===== config.mk =====
export PLATFORM = sky130hd
export DESIGN_NAME = nic_bus_cycle
export DESIGN_NICKNAME = d
export VERILOG_FILES = /design/src/rtl/nic_bus_cycle.sv
export SDC_FILE = /design/constraint.sdc
export NUM_CORES = 1
export LEC_CHECK = 0
export CORE_ASPECT_RATIO = 0.9
export CORE_UTILIZATION = 25
export CTS_BUF_LIST = sky130_fd_sc_hd__clkbuf_4 sky130_fd_sc_hd__clkbuf_8 sky130_fd_sc_hd__clkbuf_16
export DETAILED_ROUTE_END_ITERATION = 8
export HOLD_SLACK_MARGIN = 0.02
export SKIP_CTS_REPAIR_TIMING = 1
export SYNTH_ARGS = -nofsm -noshare
export SYNTH_HDL_FRONTEND = slang
export SYNTH_SLANG_ARGS = --single-unit
export TNS_END_PERCENT = 5

===== constraint.sdc =====
create_clock -name CLK -period 3 [get_ports CLK]
set_clock_uncertainty 0.2 [all_clocks]
set_input_delay 0.3 -clock CLK [delete_from_list [all_inputs] [get_ports CLK]]
set_output_delay 0.3 -clock CLK [all_outputs]
set_load 0.05 [all_outputs]

===== src/rtl/nic_bus_cycle.sv =====
// nic_bus_cycle: NIC bus-cycle sequencer on the Falcon cartridge port.
// Optional macro NIC_RDY_EN: stretch the strobe on NIC_RDY, with timeout flag TMO.
module nic_bus_cycle #(
    parameter int SETUP_CYC  = 1,
    parameter int STROBE_CYC = 3,
    parameter int HOLD_CYC   = 1,
    parameter int DATA_W     = 16,
    parameter int RDY_TMO    = 64
) (
    input  logic              CLK,
    input  logic              RESET,
    input  logic              CE,
    input  logic              AS,
    input  logic              RW,
    input  logic [4:0]        A,
    input  logic [DATA_W-1:0] NIC_DIN,
    input  logic              NIC_RDY,
    output logic [4:0]        NIC_A,
    output logic              IOR_N,
    output logic              IOW_N,
    output logic [DATA_W-1:0] DOUT,
    output logic              DOE,
    output logic              DTACK_N,
    output logic              TMO
);

    localparam int MAX_A = (SETUP_CYC > STROBE_CYC) ? SETUP_CYC : STROBE_CYC;
    localparam int MAX_B = (HOLD_CYC > RDY_TMO) ? HOLD_CYC : RDY_TMO;
    localparam int MAX_V = (MAX_A > MAX_B) ? MAX_A : MAX_B;
    localparam int CW    = $clog2(MAX_V + 1);

    localparam logic [CW-1:0] LD_SETUP  = CW'(SETUP_CYC - 1);
    localparam logic [CW-1:0] LD_STROBE = CW'(STROBE_CYC - 1);
    localparam logic [CW-1:0] LD_HOLD   = CW'(HOLD_CYC - 1);
    localparam logic [CW-1:0] LD_TMO    = CW'(RDY_TMO - 1);

    typedef enum logic [2:0] {
        IDLE,
        SETUP,
        STROBE,
        HOLD,
        ACK
    } state_t;

    state_t        state;
    logic [CW-1:0] cnt;
    logic          rd;
    logic          strobe_done;
    logic          stretch_start;

`ifdef NIC_RDY_EN
    logic stretch;
    logic tmo_hit;
    logic tmo_q;

    // Decide strobe exit: normal at count 0 with NIC ready, else stretch until ready or timeout
    always_comb begin
        strobe_done   = 1'b0;
        stretch_start = 1'b0;
        tmo_hit       = 1'b0;
        if (!stretch) begin
            if (cnt == '0) begin
                if (NIC_RDY) strobe_done = 1'b1;
                else stretch_start = 1'b1;
            end
        end else begin
            if (NIC_RDY) begin
                strobe_done = 1'b1;
            end else if (cnt == '0) begin
                strobe_done = 1'b1;
                tmo_hit     = 1'b1;
            end
        end
    end

    // Stretch phase tracking and sticky timeout flag
    always_ff @(posedge CLK or posedge RESET) begin
        if (RESET) begin
            stretch <= 1'b0;
            tmo_q   <= 1'b0;
        end else begin
            if (state == STROBE && !AS && stretch_start)
                stretch <= 1'b1;
            else if (state != STROBE || AS || strobe_done)
                stretch <= 1'b0;
            if (state == STROBE && !AS && tmo_hit)
                tmo_q <= 1'b1;
        end
    end

    assign TMO = tmo_q;
`else
    logic unused_rdy;
    assign unused_rdy    = NIC_RDY;
    assign strobe_done   = (cnt == '0);
    assign stretch_start = 1'b0;
    assign TMO           = 1'b0;
`endif

    // Bus-cycle sequencer: address setup, strobe, hold, then acknowledge until AS negates
    always_ff @(posedge CLK or posedge RESET) begin
        if (RESET) begin
            state   <= IDLE;
            cnt     <= '0;
            rd      <= 1'b0;
            NIC_A   <= '0;
            IOR_N   <= 1'b1;
            IOW_N   <= 1'b1;
            DOUT    <= '0;
            DOE     <= 1'b0;
            DTACK_N <= 1'b1;
        end else begin
            unique case (state)
                IDLE: begin
                    if (!CE && !AS) begin
                        NIC_A <= A;
                        rd    <= RW;
                        cnt   <= LD_SETUP;
                        state <= SETUP;
                    end
                end
                SETUP: begin
                    if (AS) begin
                        cnt   <= '0;
                        state <= IDLE;
                    end else if (cnt == '0) begin
                        IOR_N <= ~rd;
                        IOW_N <= rd;
                        cnt   <= LD_STROBE;
                        state <= STROBE;
                    end else begin
                        cnt <= cnt - 1'b1;
                    end
                end
                STROBE: begin
                    if (AS) begin
                        IOR_N <= 1'b1;
                        IOW_N <= 1'b1;
                        cnt   <= '0;
                        state <= IDLE;
                    end else if (strobe_done) begin
                        IOR_N <= 1'b1;
                        IOW_N <= 1'b1;
                        if (rd) DOUT <= NIC_DIN;
                        cnt   <= LD_HOLD;
                        state <= HOLD;
                    end else if (stretch_start) begin
                        cnt <= LD_TMO;
                    end else if (cnt != '0) begin
                        cnt <= cnt - 1'b1;
                    end
                end
                HOLD: begin
                    if (AS) begin
                        cnt   <= '0;
                        state <= IDLE;
                    end else if (cnt == '0) begin
                        DTACK_N <= 1'b0;
                        DOE     <= rd;
                        state   <= ACK;
                    end else begin
                        cnt <= cnt - 1'b1;
                    end
                end
                ACK: begin
                    if (AS) begin
                        DTACK_N <= 1'b1;
                        DOE     <= 1'b0;
                        state   <= IDLE;
                    end
                end
                default: state <= IDLE;
            endcase
        end
    end

endmodule


**Word-level counts from Yosys, hierarchy flattened**

Index checks and enable logic that the tools add are counted.

- Register bits: 36
- Output and inout bits: 26
- Logic and storage cells: 74

- $add $sub $neg: 1
- Eq/ne operators: 15
- Muxes and demuxes: 32
- Bitwise operators: 2
- Reduce and logical (&&, ||, !) cells: 15

Operators by type and width:

| kind | number |
|---|---|
| 7-bit two-way mux | 8 |
| 7-bit case mux with 4 select lines | 1 |
| 3-bit two-way mux | 8 |
| 4-bit AND reduction | 4 |
| 3-bit case mux with 5 select lines | 1 |
| 2-bit inequality test (second input constant) | 6 |
| 3-bit inequality test (second input constant) | 4 |
| 1-bit two-way mux | 10 |
| 1-bit case mux with 2 select lines | 4 |
| 7-bit zero test | 1 |
| 7-bit nonzero test | 1 |
| 7-bit by 1-bit subtractor with 7-bit output (second input constant) | 1 |
| 3-bit by 2-bit == test with 1-bit output (second input constant) | 2 |
| 5-bit AND reduction | 1 |
| 4-bit inequality test (second input constant) | 1 |
| 2-bit nonzero test | 2 |
| 4-bit nonzero test | 1 |
| 3-bit by 1-bit == test with 1-bit output (second input constant) | 1 |
| 3-bit == test (second input constant) | 1 |
| 3-bit zero test | 1 |
| 1-bit zero test | 2 |
| 1-bit inverter | 2 |
| 2-bit AND reduction | 1 |
| 1-bit logical AND | 1 |

**Logic depth before layout (Yosys ltp)**

- Depth after elaboration: 5
- Gate-level depth with buffers: 8

**Least setup slack after synthesis**

OpenSTA, ideal clock, no wires.

- Path type: register to register
- Start point: register cnt[0]
- End point: register DOUT[0]
- Arrival time: 2.131 ns
- Data required time: 2.675 ns
- Setup slack: 0.544 ns
- Cell stages (with the launch flop): 9
- Buffers on the path: 2
- Clock period less this slack: 2.456 ns
- Cells stage by stage: dfrtp_1 > inv_1 > ha_1 > nor4b_4 > nand3_2 > or4_1 > buf_6 > buf_12 > mux2_4

- Longest elaborated chain between the ends: 2

Ends and longest elaborated chain:

| what | RTL line | source |
|---|---|---|
| start: declaration | 46 | `logic [CW-1:0] cnt;` |
| start signal: assignment | 132 | `cnt <= cnt - 1'b1;` |
| start signal: assignment | 150 | `cnt <= cnt - 1'b1;` |
| start signal: assignment | 162 | `cnt <= cnt - 1'b1;` |
| 7-bit zero test | 95 | `assign strobe_done = (cnt == '0);` |
| 4-bit AND reduction (no source line) | n/a |  |
| end signal: assignment | 109 | `DOUT <= '0;` |
| end signal: assignment | 144 | `if (rd) DOUT <= NIC_DIN;` |
| end: declaration | 21 | `output logic [DATA_W-1:0] DOUT,` |

No other way between the ends.
A chain may end at the register's enable or synchronous reset.

**Worst setup path in the final report**

- Start point: register cnt[0]
- End point: register DOUT[15]

Same word-level chain as after synthesis.

==> summary by stage <==
STA
Derived from the worst setup path, the maximum achievable clock frequency is between 400 and 500 MHz. Setup violations remaining at the end of the flow were counted as 0. The remaining max-slew budget at the tightest pin is a little over three fifths.

The final total negative setup slack is 0 ps. Subtracting the final worst setup slack from the clock period gives about 2500 ps. For the pin with the worst max-slew slack, the measured transition is 555.5 ps. Setup repair after global routing left no endpoint under its margin. The count of final hold-check violations came to 0. Dividing the final minimum period by the clock period gives just over 80%. The count of pins over their slew limit is 0.

Global route
Entering global routing, the biggest net connects 37 pins. Global routing used 10.93% of the available tracks. The global-route wire length before repair is 6354 um. Summed over all layers, the global routing overflow is 0. The initial antenna violation count is 0. The number of global-route vias before repair is 1325.

Clock tree
The clock slew seen by the registers of the worst setup and hold paths is 70 ps. The clock network latency to the later pin of the worst-skew pair is between 200 and 300 ps. The number of H-tree levels is 2. The number of buffers on the longest clock path is 2. The clock root buffer is sky130_fd_sc_hd__clkbuf_8. The TritonCTS sink count is 36.

The TritonCTS clock tree is built. Counting the buffers created by CTS gives 5.

Logic synthesis
Synthesis handed over a netlist of approximately 150 instances. The share of synthesized area in the top cell type comes to between 40 and 50%. The async set-reset flop share out of synthesis is 100.0%. After synthesis, the cell types taking the most area are sky130_fd_sc_hd__dfrtp_1, sky130_fd_sc_hd__mux2_4, sky130_fd_sc_hd__mux2_2. For this run, the number of Yosys warnings is 0. The total of flip-flops plus latches after synthesis is 36.

The synthesized design contains 0 enable-type register cells. The most area-hungry cell type in the Yosys netlist is sky130_fd_sc_hd__dfrtp_1. The most used flip-flop cell after synthesis is sky130_fd_sc_hd__dfrtp_1. Dividing the synthesized area by the synthesized cell count gives 11.82 um^2. The mapped netlist covers 1760 um^2. In the synthesized netlist, the cells that appear most often are sky130_fd_sc_hd__dfrtp_1, sky130_fd_sc_hd__mux2_2, sky130_fd_sc_hd__mux2_4, sky130_fd_sc_hd__nor2_1, sky130_fd_sc_hd__o21ai_0.

The number of different library cells used by synthesis comes to 43. Sequential elements use between 50% and 60% of the synthesized area. The number of nets produced by synthesis is 178.

The most common cell in the synthesized netlist is sky130_fd_sc_hd__dfrtp_1.

Final layout
After filler insertion, the fill cell instance count of the layout stands at between 600 and 700. The multi-input combinational cell area is about 780 um^2. The number of nets in the layout is 233. The utilization after layout is about 37%.

Registers take between 900 and 1000 um^2. The repair_antennas step left the layout with diodes totalling 0. The post-route cell area is between 2000 and 2500 um^2.

The synthesis-to-layout area growth is 39.45%. The fraction of final layout cells with drive strength greater than 1 is between 20% and 30%.

Route
In this run the remaining antenna-violating nets after routing total 0. The vias per cell is 4.498. After detailed routing, the number of remaining DRC violations is 0.

After detailed routing, the total wire length is around 3700 um. The initial DRC count is 58. The pre-antenna-repair detailed-routing pass consisted of 4 iterations. Dividing the detail-routed wire length by the instance count gives ~12 um. The routed layout has 1327 vias.

Placed design
The placed instances occupy a cell area of 2357 um^2. Input and output buffers added on the ports amount to 50. The congestion estimate from routability-driven global placement came to 0.8093. The wire-length estimate of the detail-placed layout is approximately 2500 um.

Setup path
On the worst path, the slowest cell contributes a delay of roughly 500 ps. The startpoint class of the critical path is a flop. The end point of the critical path is DOUT[15]$_DFFE_PP0P_. The endpoint identified for the worst register-to-register timing path is DOUT[15]$_DFFE_PP0P_.

Along the worst path, the maximum fanout reaches 16. The startpoint of the worst setup timing path is cnt[0]$_DFFE_PP0P_. The critical path goes through inv_1 -> ha_1 -> nor4b_4 -> nand3_2 -> or4_1 -> buf_4 -> mux2_4. The worst reg2reg path startpoint is cnt[0]$_DFFE_PP0P_.

The depth of the worst register-to-register path is 7. In this run the register-to-register setup slack is between 500 and 600 ps. By startpoint and endpoint, the worst setup path is classified as reg -> reg. STA puts the critical path data required time at slightly below 3000 ps. The worst setup path is captured at a flop.

For the worst setup path, the data arrival time is approximately 2400 ps. The slowest stage of the critical path belongs to the cell sky130_fd_sc_hd__or4_1.

Outcome
The flow ran to the end, and the final reports show no timing, DRC or antenna violations.

Floorplanning
The die is 90.46 um wide. Once the floorplan was initialized, standard cells occupied between 20% and 30% of the core. The die span in y is between 80 and 90 um. The floorplan has 28 rows. The core box area is roughly 6700 um^2. The I/O pin total is 53.

The area of the die is 7382 um^2.

Power and ir drop
The total chip power is 2.868 mW. The power per cell area is about 1200 nW/um^2. Summed over all cells, the static leakage comes to around 1.1 nW.

The maximum vdd ir drop is just under 0.0005 V.

Worst hold path
In this run the worst hold path is classified as in -> async.

Flow run
The count of max-cap constraint violations is 0.
flip-flops by register name (all words and copies together), names as in the netlist, 3 cells and up:
| signal | cells |
|---|---|
| DOUT | 16 |
| cnt | 7 |
| state | 3 |
| NIC_A | 5 |
area by class of cell:
| type | instances | area share (%) |
|---|---|---|
| Clock inverter | 1 | 0.3058 |
| Tap cell | 90 | 4.587 |
| Sequential cell | 36 | 36.85 |
| Multi-Input combinational cell | 100 | 31.75 |
| Timing Repair Buffer | 55 | 21.92 |
| Clock buffer | 7 | 3.670 |
| Inverter | 6 | 0.9174 |
metal layers:
metal  global-route usage [%]  wire (um)  vias to the layer above
met3                    3.241        216                        2
met5                        0          0                        -
li1                         -          -                      643
met1                    14.52       1856                      637
met4                    2.903         10                        0
met2                    17.48       1593                       45
placed cells by master, fill, tap and decap left out, drive strengths merged, types with 2 or more instances in the layout:
master,n
a211oi,3
a21oi,6
a22oi,2
buf,5
clkbuf,7
clkdlybuf4s50,50
dfrtp,33
dfstp,3
ha,2
inv,6
mux2,22
nand2,7
nand2b,2
nand3,3
nor2,11
nor2b,3
nor3,4
nor4,3
o211ai,2
o21ai,8
o31ai,2
or2,3
worst min path at each step:
stage                        startpoint                  end  slack, ps  depth (start not counted)
floorplan                            RW       rd$_DFFE_PP0P_        220                          2
global placement    DOUT[8]$_DFFE_PP0P_  DOUT[8]$_DFFE_PP0P_        290                          1
CTS                               RESET  DOUT[8]$_DFFE_PP0P_        250                          3
detailed placement  DOUT[3]$_DFFE_PP0P_  DOUT[3]$_DFFE_PP0P_        290                          1
global route                      RESET  DOUT[6]$_DFFE_PP0P_        300                          3
finish                            RESET  DOUT[4]$_DFFE_PP0P_        220                          3
where the power goes:
| part | switching [mW] | internal, mW |
|---|---|---|
| registers | 0.186 | 0.708 |
| clock network | 0.169 | 0.196 |
| logic | 0.950 | 0.660 |
per-stage QoR:
stage / worst slack, ps / std cells / hold WS, ps
floorplan: 543.7 / 149 / 216.8
global placement: 550.3 / 287 / 286.3
detailed placement: 553.2 / 287 / 293.5
CTS: 531.9 / 295 / 249.7
global route: 421.1 / 295 / 303.3
finish: 533.1 / 295 / 224.6
critical path: cells and delay by family (launching register included):
family	cells	cell delay, ps
simple gates	3	900
flops	1	430
buf+inv	2	340
mux	1	320
fa+ha+maj	1	170
kinds of logic (layout without fill, tap and decap cells):
family	Yosys count	after routing	share of synthesized area, %
multiplexers	22	22	16.20
XOR/XNOR	1	1	0.4976
AND/OR/NAND/NOR	44	44	14.71
adder cells (fa/ha/maj)	2	2	1.421
other	1	1	0.2130
buffers and inverters	13	69	4.335
flip-flops	36	36	51.39
AO/OA/AOI/OAI	30	30	11.23
No activity file was read; power rests on OpenSTA's default activity.
